<file path="src/rtl/fetch_pkg.sv">
// Shared definitions for the instruction-fetch stage: FSM state encoding,
// PC step and redirect alignment mask.
package fetch_pkg;

  typedef enum logic [1:0] {
    ST_IDLE  = 2'd0,
    ST_RUN   = 2'd1,
    ST_DRAIN = 2'd2
  } fetch_state_e;

  localparam int unsigned PC_STEP    = 4;
  localparam int unsigned ALIGN_MASK = 3;

endpackage

</file>
<file path="src/rtl/fetch_fifo.sv">
// Parameterised show-ahead FIFO with synchronous clear; used both as the
// prefetch buffer and as the in-flight request tag queue.
module fetch_fifo #(
  parameter int DEPTH = 4,
  parameter int WIDTH = 40
) (
  input  logic                       clk,
  input  logic                       rst_n,
  input  logic                       push,
  input  logic                       pop,
  input  logic                       clear,
  input  logic [WIDTH-1:0]           wdata,
  output logic [WIDTH-1:0]           rdata,
  output logic [$clog2(DEPTH+1)-1:0] count,
  output logic                       full,
  output logic                       empty
);

  localparam int PTR_W = $clog2(DEPTH);
  localparam int CNT_W = $clog2(DEPTH + 1);

  logic [WIDTH-1:0] mem [DEPTH];
  logic [PTR_W-1:0] wr_ptr;
  logic [PTR_W-1:0] rd_ptr;
  logic             do_push;
  logic             do_pop;

  function automatic logic [PTR_W-1:0] bump(input logic [PTR_W-1:0] p);
    return (p == PTR_W'(DEPTH - 1)) ? '0 : p + 1'b1;
  endfunction

  assign empty   = (count == '0);
  assign full    = (count == CNT_W'(DEPTH));
  assign do_pop  = pop & ~empty;
  // A full FIFO may still accept a push when the head leaves in the same cycle.
  assign do_push = push & (~full | do_pop);
  assign rdata   = mem[rd_ptr];

  // NOTE: sequential state uses non-blocking assignments so every register
  // samples pre-edge values, independent of statement order.
  always_ff @(posedge clk or negedge rst_n) begin
    if (!rst_n) begin
      wr_ptr <= '0;
      rd_ptr <= '0;
      count  <= '0;
    end else if (clear) begin
      wr_ptr <= '0;
      rd_ptr <= '0;
      count  <= '0;
    end else begin
      if (do_push) wr_ptr <= bump(wr_ptr);
      if (do_pop)  rd_ptr <= bump(rd_ptr);
      count <= count + CNT_W'(do_push) - CNT_W'(do_pop);
    end
  end

  // NOTE: storage is deliberately not reset; an entry is only read once
  // count says it holds data, so resetting it would buy nothing.
  always_ff @(posedge clk) begin
    if (do_push && !clear) mem[wr_ptr] <= wdata;
  end

endmodule

</file>
<file path="src/rtl/fetch_stage.sv">
// Pipelined instruction fetch: PC, credit-limited imem issue, prefetch FIFO,
// redirect flush. Optional perf counters under `FETCH_PERF_EN.
module fetch_stage
  import fetch_pkg::*;
#(
  parameter int                ADDR_W     = 8,
  parameter int                DATA_W     = 32,
  parameter int                FIFO_DEPTH = 4,
  parameter int                MAX_OUT    = 2,
  parameter logic [ADDR_W-1:0] RESET_PC   = '0
) (
  input  logic              clk,
  input  logic              rst_n,
  output logic              imem_req,
  output logic [ADDR_W-1:0] imem_addr,
  input  logic              imem_rvalid,
  input  logic [DATA_W-1:0] imem_rdata,
  output logic              if_valid,
  input  logic              if_ready,
  output logic [ADDR_W-1:0] if_pc,
  output logic [DATA_W-1:0] if_instr,
  input  logic              redirect_valid,
  input  logic [ADDR_W-1:0] redirect_pc
`ifdef FETCH_PERF_EN
  ,
  output logic [31:0]       perf_fetched,
  output logic [31:0]       perf_stall,
  output logic [31:0]       perf_flushed
`endif
);

  localparam int OUT_W   = $clog2(MAX_OUT + 1);
  localparam int CNT_W   = $clog2(FIFO_DEPTH + 1);
  localparam int ENTRY_W = ADDR_W + DATA_W;

  fetch_state_e      state, next_state;
  logic [ADDR_W-1:0] pc;
  logic [OUT_W-1:0]  outstanding, outstanding_next;
  logic [OUT_W-1:0]  discard, discard_next;
  logic [OUT_W-1:0]  remaining;
  logic              accept_rsp;

  logic [CNT_W-1:0]   fifo_count;
  logic               fifo_full, fifo_empty, fifo_pop;
  logic [ENTRY_W-1:0] fifo_rdata;

  logic [ADDR_W-1:0] tag_pc;
  logic [OUT_W-1:0]  tag_count;
  logic              tag_full, tag_empty;

  // Only responses in RUN outside a redirect cycle are right-path words.
  assign accept_rsp = imem_rvalid & (state == ST_RUN) & ~redirect_valid;
  assign remaining  = outstanding - OUT_W'(imem_rvalid);

  assign imem_req = (state == ST_RUN) & ~redirect_valid
                  & (outstanding < OUT_W'(MAX_OUT))
                  & ((int'(fifo_count) + int'(outstanding)) < FIFO_DEPTH);
  assign imem_addr        = pc;
  assign outstanding_next = remaining + OUT_W'(imem_req);

  assign if_valid = ~fifo_empty & ~redirect_valid;
  assign fifo_pop = if_valid & if_ready;
  assign if_pc    = fifo_rdata[DATA_W +: ADDR_W];
  assign if_instr = fifo_rdata[DATA_W-1:0];

  // NOTE: every always_comb output gets a default first, so no path can
  // leave it unassigned and infer a latch.
  always_comb begin
    next_state   = state;
    discard_next = discard;
    if (redirect_valid) begin
      discard_next = remaining;
    end else if (state == ST_DRAIN && imem_rvalid) begin
      discard_next = discard - 1'b1;
    end
    unique case (state)
      ST_IDLE:  next_state = ST_RUN;
      ST_RUN:   if (redirect_valid && remaining != '0) next_state = ST_DRAIN;
      ST_DRAIN: if (discard_next == '0) next_state = ST_RUN;
      default:  next_state = ST_IDLE;
    endcase
  end

  always_ff @(posedge clk or negedge rst_n) begin
    if (!rst_n) begin
      state       <= ST_IDLE;
      pc          <= RESET_PC;
      outstanding <= '0;
      discard     <= '0;
    end else begin
      state       <= next_state;
      outstanding <= outstanding_next;
      discard     <= discard_next;
      if (redirect_valid) begin
        pc <= redirect_pc & ~ADDR_W'(ALIGN_MASK);
      end else if (imem_req) begin
        pc <= pc + ADDR_W'(PC_STEP);
      end
    end
  end

  fetch_fifo #(
    .DEPTH (FIFO_DEPTH),
    .WIDTH (ENTRY_W)
  ) u_prefetch (
    .clk   (clk),
    .rst_n (rst_n),
    .push  (accept_rsp),
    .pop   (fifo_pop),
    .clear (redirect_valid),
    .wdata ({tag_pc, imem_rdata}),
    .rdata (fifo_rdata),
    .count (fifo_count),
    .full  (fifo_full),
    .empty (fifo_empty)
  );

  // Tags of dropped responses are discarded wholesale by the redirect clear.
  fetch_fifo #(
    .DEPTH (MAX_OUT),
    .WIDTH (ADDR_W)
  ) u_tags (
    .clk   (clk),
    .rst_n (rst_n),
    .push  (imem_req),
    .pop   (accept_rsp),
    .clear (redirect_valid),
    .wdata (pc),
    .rdata (tag_pc),
    .count (tag_count),
    .full  (tag_full),
    .empty (tag_empty)
  );

  logic unused_status;
  assign unused_status = &{1'b0, fifo_full, tag_count, tag_full, tag_empty};

`ifdef FETCH_PERF_EN
  always_ff @(posedge clk or negedge rst_n) begin
    if (!rst_n) begin
      perf_fetched <= '0;
      perf_stall   <= '0;
      perf_flushed <= '0;
    end else begin
      perf_fetched <= perf_fetched + 32'(fifo_pop);
      perf_stall   <= perf_stall + 32'(if_valid & ~if_ready);
      perf_flushed <= perf_flushed + 32'(imem_rvalid & ~accept_rsp);
    end
  end
`endif

endmodule

</file>
<file path="config.mk">
export PLATFORM = sky130hd
export DESIGN_NAME = fetch_stage
export DESIGN_NICKNAME = d
export VERILOG_FILES = /design/src/rtl/fetch_pkg.sv /design/src/rtl/fetch_fifo.sv /design/src/rtl/fetch_stage.sv
export SDC_FILE = /design/constraint.sdc
export NUM_CORES = 1
export LEC_CHECK = 0
export ABC_AREA = 1
export CAP_MARGIN = 10
export CORE_UTILIZATION = 55
export CTS_CLUSTER_SIZE = 14
export DETAILED_ROUTE_END_ITERATION = 8
export MAX_ROUTING_LAYER = met4
export PLACE_DENSITY = 0.85
export REMOVE_ABC_BUFFERS = 1
export SKIP_LAST_GASP = 1
export SYNTH_ARGS = -nofsm -noshare
export SYNTH_HDL_FRONTEND = slang
export SYNTH_SLANG_ARGS = --single-unit
</file>
<file path="constraint.sdc">
create_clock -name clk -period 3.7 [get_ports clk]
set_clock_uncertainty 0.1 [all_clocks]
set_input_delay 1.11 -clock clk [delete_from_list [all_inputs] [get_ports clk]]
set_output_delay 1.11 -clock clk [all_outputs]
set_load 0.05 [all_outputs]
</file>
==> results_dict.tcl <==
set metrics [dict create \
    vias 4779 \
    gp_congestion 0.7544 \
    cts_max_path_buffers 2 \
    worstSetupPathType "primary input to output pin" \
    start_util 0.5651 \
    grt_pass1_vias 4793 \
    dieWidth_um 118.9 \
    tritoncts "yes" \
    die_height_um 118.9 \
    finalNonFillerCells 856 \
    grt_usage 0.2265 \
    slew_headroom 0.6648 \
    irDropWorstVdd_mv 0.4123 \
    io_pins 95 \
    clk_latency_ns 0.42 \
    worstMarginPinSlew_ns 0.5012 \
    slew_viol_final 0 \
    yosysTopAreaCellShare 0.6555 \
    dp_hpwl_um 9156 \
    crit_path_start_kind "primary input" \
    syn_area_um2 7513 \
    clock-root-buffer "clkbuf_16" \
    fmax_ghz 0.2871 \
    htree_levels 4 \
    synth_edf_count 164 \
    syn_inst 573 \
    grt_max_degree 51 \
    yosys_warnings 0 \
    ys_seq_area_frac 0.7321 \
    synth_ff_type "edfxtp_1" \
    critPathMaxStageDelay_ns 0.66 \
    yosysMostFrequentCell "edfxtp_1" \
    synthArstFlopShare 0.1230 \
    post_drt_wl_per_cell_um 17.46 \
    cp_max_fo 7 \
    overflow 0 \
    syn_area_per_cell_um2 13.11 \
    rsz0062_at_grt "no" \
    hold_depth 1 \
    drive_above_1_share 0.1588 \
    crit_path_top_delay_cell "clkdlybuf4s50_1" \
    clock-sinks 187 \
    status "complete, no violations" \
    drtAntennaViolNets 0 \
    die_area_um2 14130 \
    first_pass_iters 7 \
    worstHoldStart "u_tags.wr_ptr" \
    synth_cell_type_count 34 \
    antenna_found_initial 0 \
    dp.cells 824 \
    min_path_type "flop to flop" \
    syn2layout_area_growth_pct 23.83 \
    setup.worst_path.start "redirect_valid" \
    worstPathCellList "clkdlybuf4s50_1 > nor2_4 > nand3b_4 > clkinv_2 > buf_12" \
    finalCriticalPeriod_ns 3.483 \
    wirelength_um 14940 \
    cts_setup_buffers 0 \
    power_uw 7023 \
    synthTopCellsByArea "edfxtp_1 66%, dfrtp_1 7.7%, o21ai_0 5.1%" \
    ys_seq_elements 187 \
    rr_startpoint "u_prefetch.count[1]" \
    core_area_um2 13300 \
    p_leak_uw 0.003433 \
    antenna_cells 0 \
    rrSetupSlack_ns 1.51 \
    via_per_inst 5.583 \
    grt_first_pass_wirelength_um 23480 \
    io_buffers 88 \
    drc 0 \
    cts_buffers 17 \
    rows 42 \
    layout.nets 726 \
    worstPathArrival_ns 2.27 \
    hold_violations 0 \
    postCtsResizedCells 0 \
    reg2reg_depth 11 \
    drt-initial-drc-count 367 \
    synthTopCellsByCount "164 x edfxtp_1, 94 x nor2_1, 77 x o21ai_0, 40 x nand2_1, 38 x o22ai_1" \
    hold_buffers 0 \
    p_per_area_nw_per_um2 754.8 \
    end_kind "output pin" \
    nFillCells 857 \
    drv_cap 0 \
    cp.required_ns 2.49 \
    cts.reportedPaths.clkPinSlew_ns 0.06 \
    period_share 0.9415 \
    synth_top_cell_by_area "edfxtp_1" \
    setup_violations 0 \
]
per-stage QoR:
step	area [µm²]	utilization	TNS (ns)	setup slack [ns]	hold slack (ns)
final	9304	0.6998	0	0.2165	0.4143
after global routing	9304	0.6998	0	0.1747	0.4538
after CTS	9304	0.6998	0	0.2051	0.4138
after detailed placement	8730	0.6566	0	0.2046	0.4029
after global placement	8730	0.6566	0	0.2432	0.3832
after floorplan	7332	-	-14.84	-0.2438	0.3669
path summary, 6_finish.rpt:
kind / to
worst max-delay path: imem_req
worst min-delay path: u_tags.wr_ptr
worst max register to register: u_prefetch.count[2]
worst min register to register: u_tags.wr_ptr
max in group asynchronous: u_prefetch.rd_ptr[0]
min in group asynchronous: u_tags.count[1]
flip-flops by register name, summed over array words and instances, names as in the netlist, 3 cells and up:
signal	flops
imem_addr	6
u_prefetch.count	3
u_prefetch.mem	152
u_tags.mem	12
cell type report:
type                    count  area [µm²]  share of cell area
inverters                  35       132.6             0.01425
flip-flops and latches    187        5502              0.5913
clock buffers              18       429.2             0.04613
multi-input cells         321        1729              0.1859
repair buffers            105        1146              0.1232
well taps                 176       220.2             0.02367
clock inverters            14       145.1             0.01560
placed cells by master, fill, tap and decap left out, types with 2 or more instances in the layout:
master             n
a21oi_1            2
a22oi_1            2
buf_12            19
buf_4             38
bufinv_16          2
clkbuf_16         17
clkdlybuf4s50_1   48
clkinv_2           5
clkinvlp_4         2
conb_1             4
dfrtp_1           22
edfxtp_1         164
ha_1              13
inv_1             30
inv_2              4
inv_6              3
nand2_1           40
nand2_2            3
nand3_1           15
nand3_2            2
nand4_1            2
nor2_1            90
nor2_4             5
nor3_1             2
nor3_2             2
o211ai_1           3
o21ai_0           77
o21ai_1            6
o22ai_1           38
xnor2_1            3
xor2_1             6
kinds of logic after synthesis:
| group | Yosys count | synth area share |
|---|---|---|
| flip-flops | 187 | 0.7321 |
| AND/OR/NAND/NOR | 164 | 0.09425 |
| AO/OA/AOI/OAI | 130 | 0.09509 |
| buffers and inverters | 68 | 0.04330 |
| adder cells (fa/ha/maj) | 14 | 0.02431 |
| XOR/XNOR | 9 | 0.01049 |
| other | 1 | 0.0004991 |
per-layer routing:
layer  up-vias  track usage  part of all wire  wire (µm)
met1      2319       0.2634              0.39       5868
met4         0      0.08386             0.014        214
met3        25      0.05508             0.067        996
li1       2243            -                 -          -
met5         -            -                 0          0
met2       192       0.3834              0.53       7864
critical path, delay by kind of cell:
| kind | cells | cell delay [ns] |
|---|---|---|
| buffers and inverters | 3 | 0.99 |
| and+or+nand+nor | 2 | 0.18 |
power breakdown:
part,internal [µW],switching [µW],total [µW]
registers,2480,101,2580
clock network,999,754,1750
logic,893,1800,2690
Note: power is estimated with default switching activity, not from simulation.
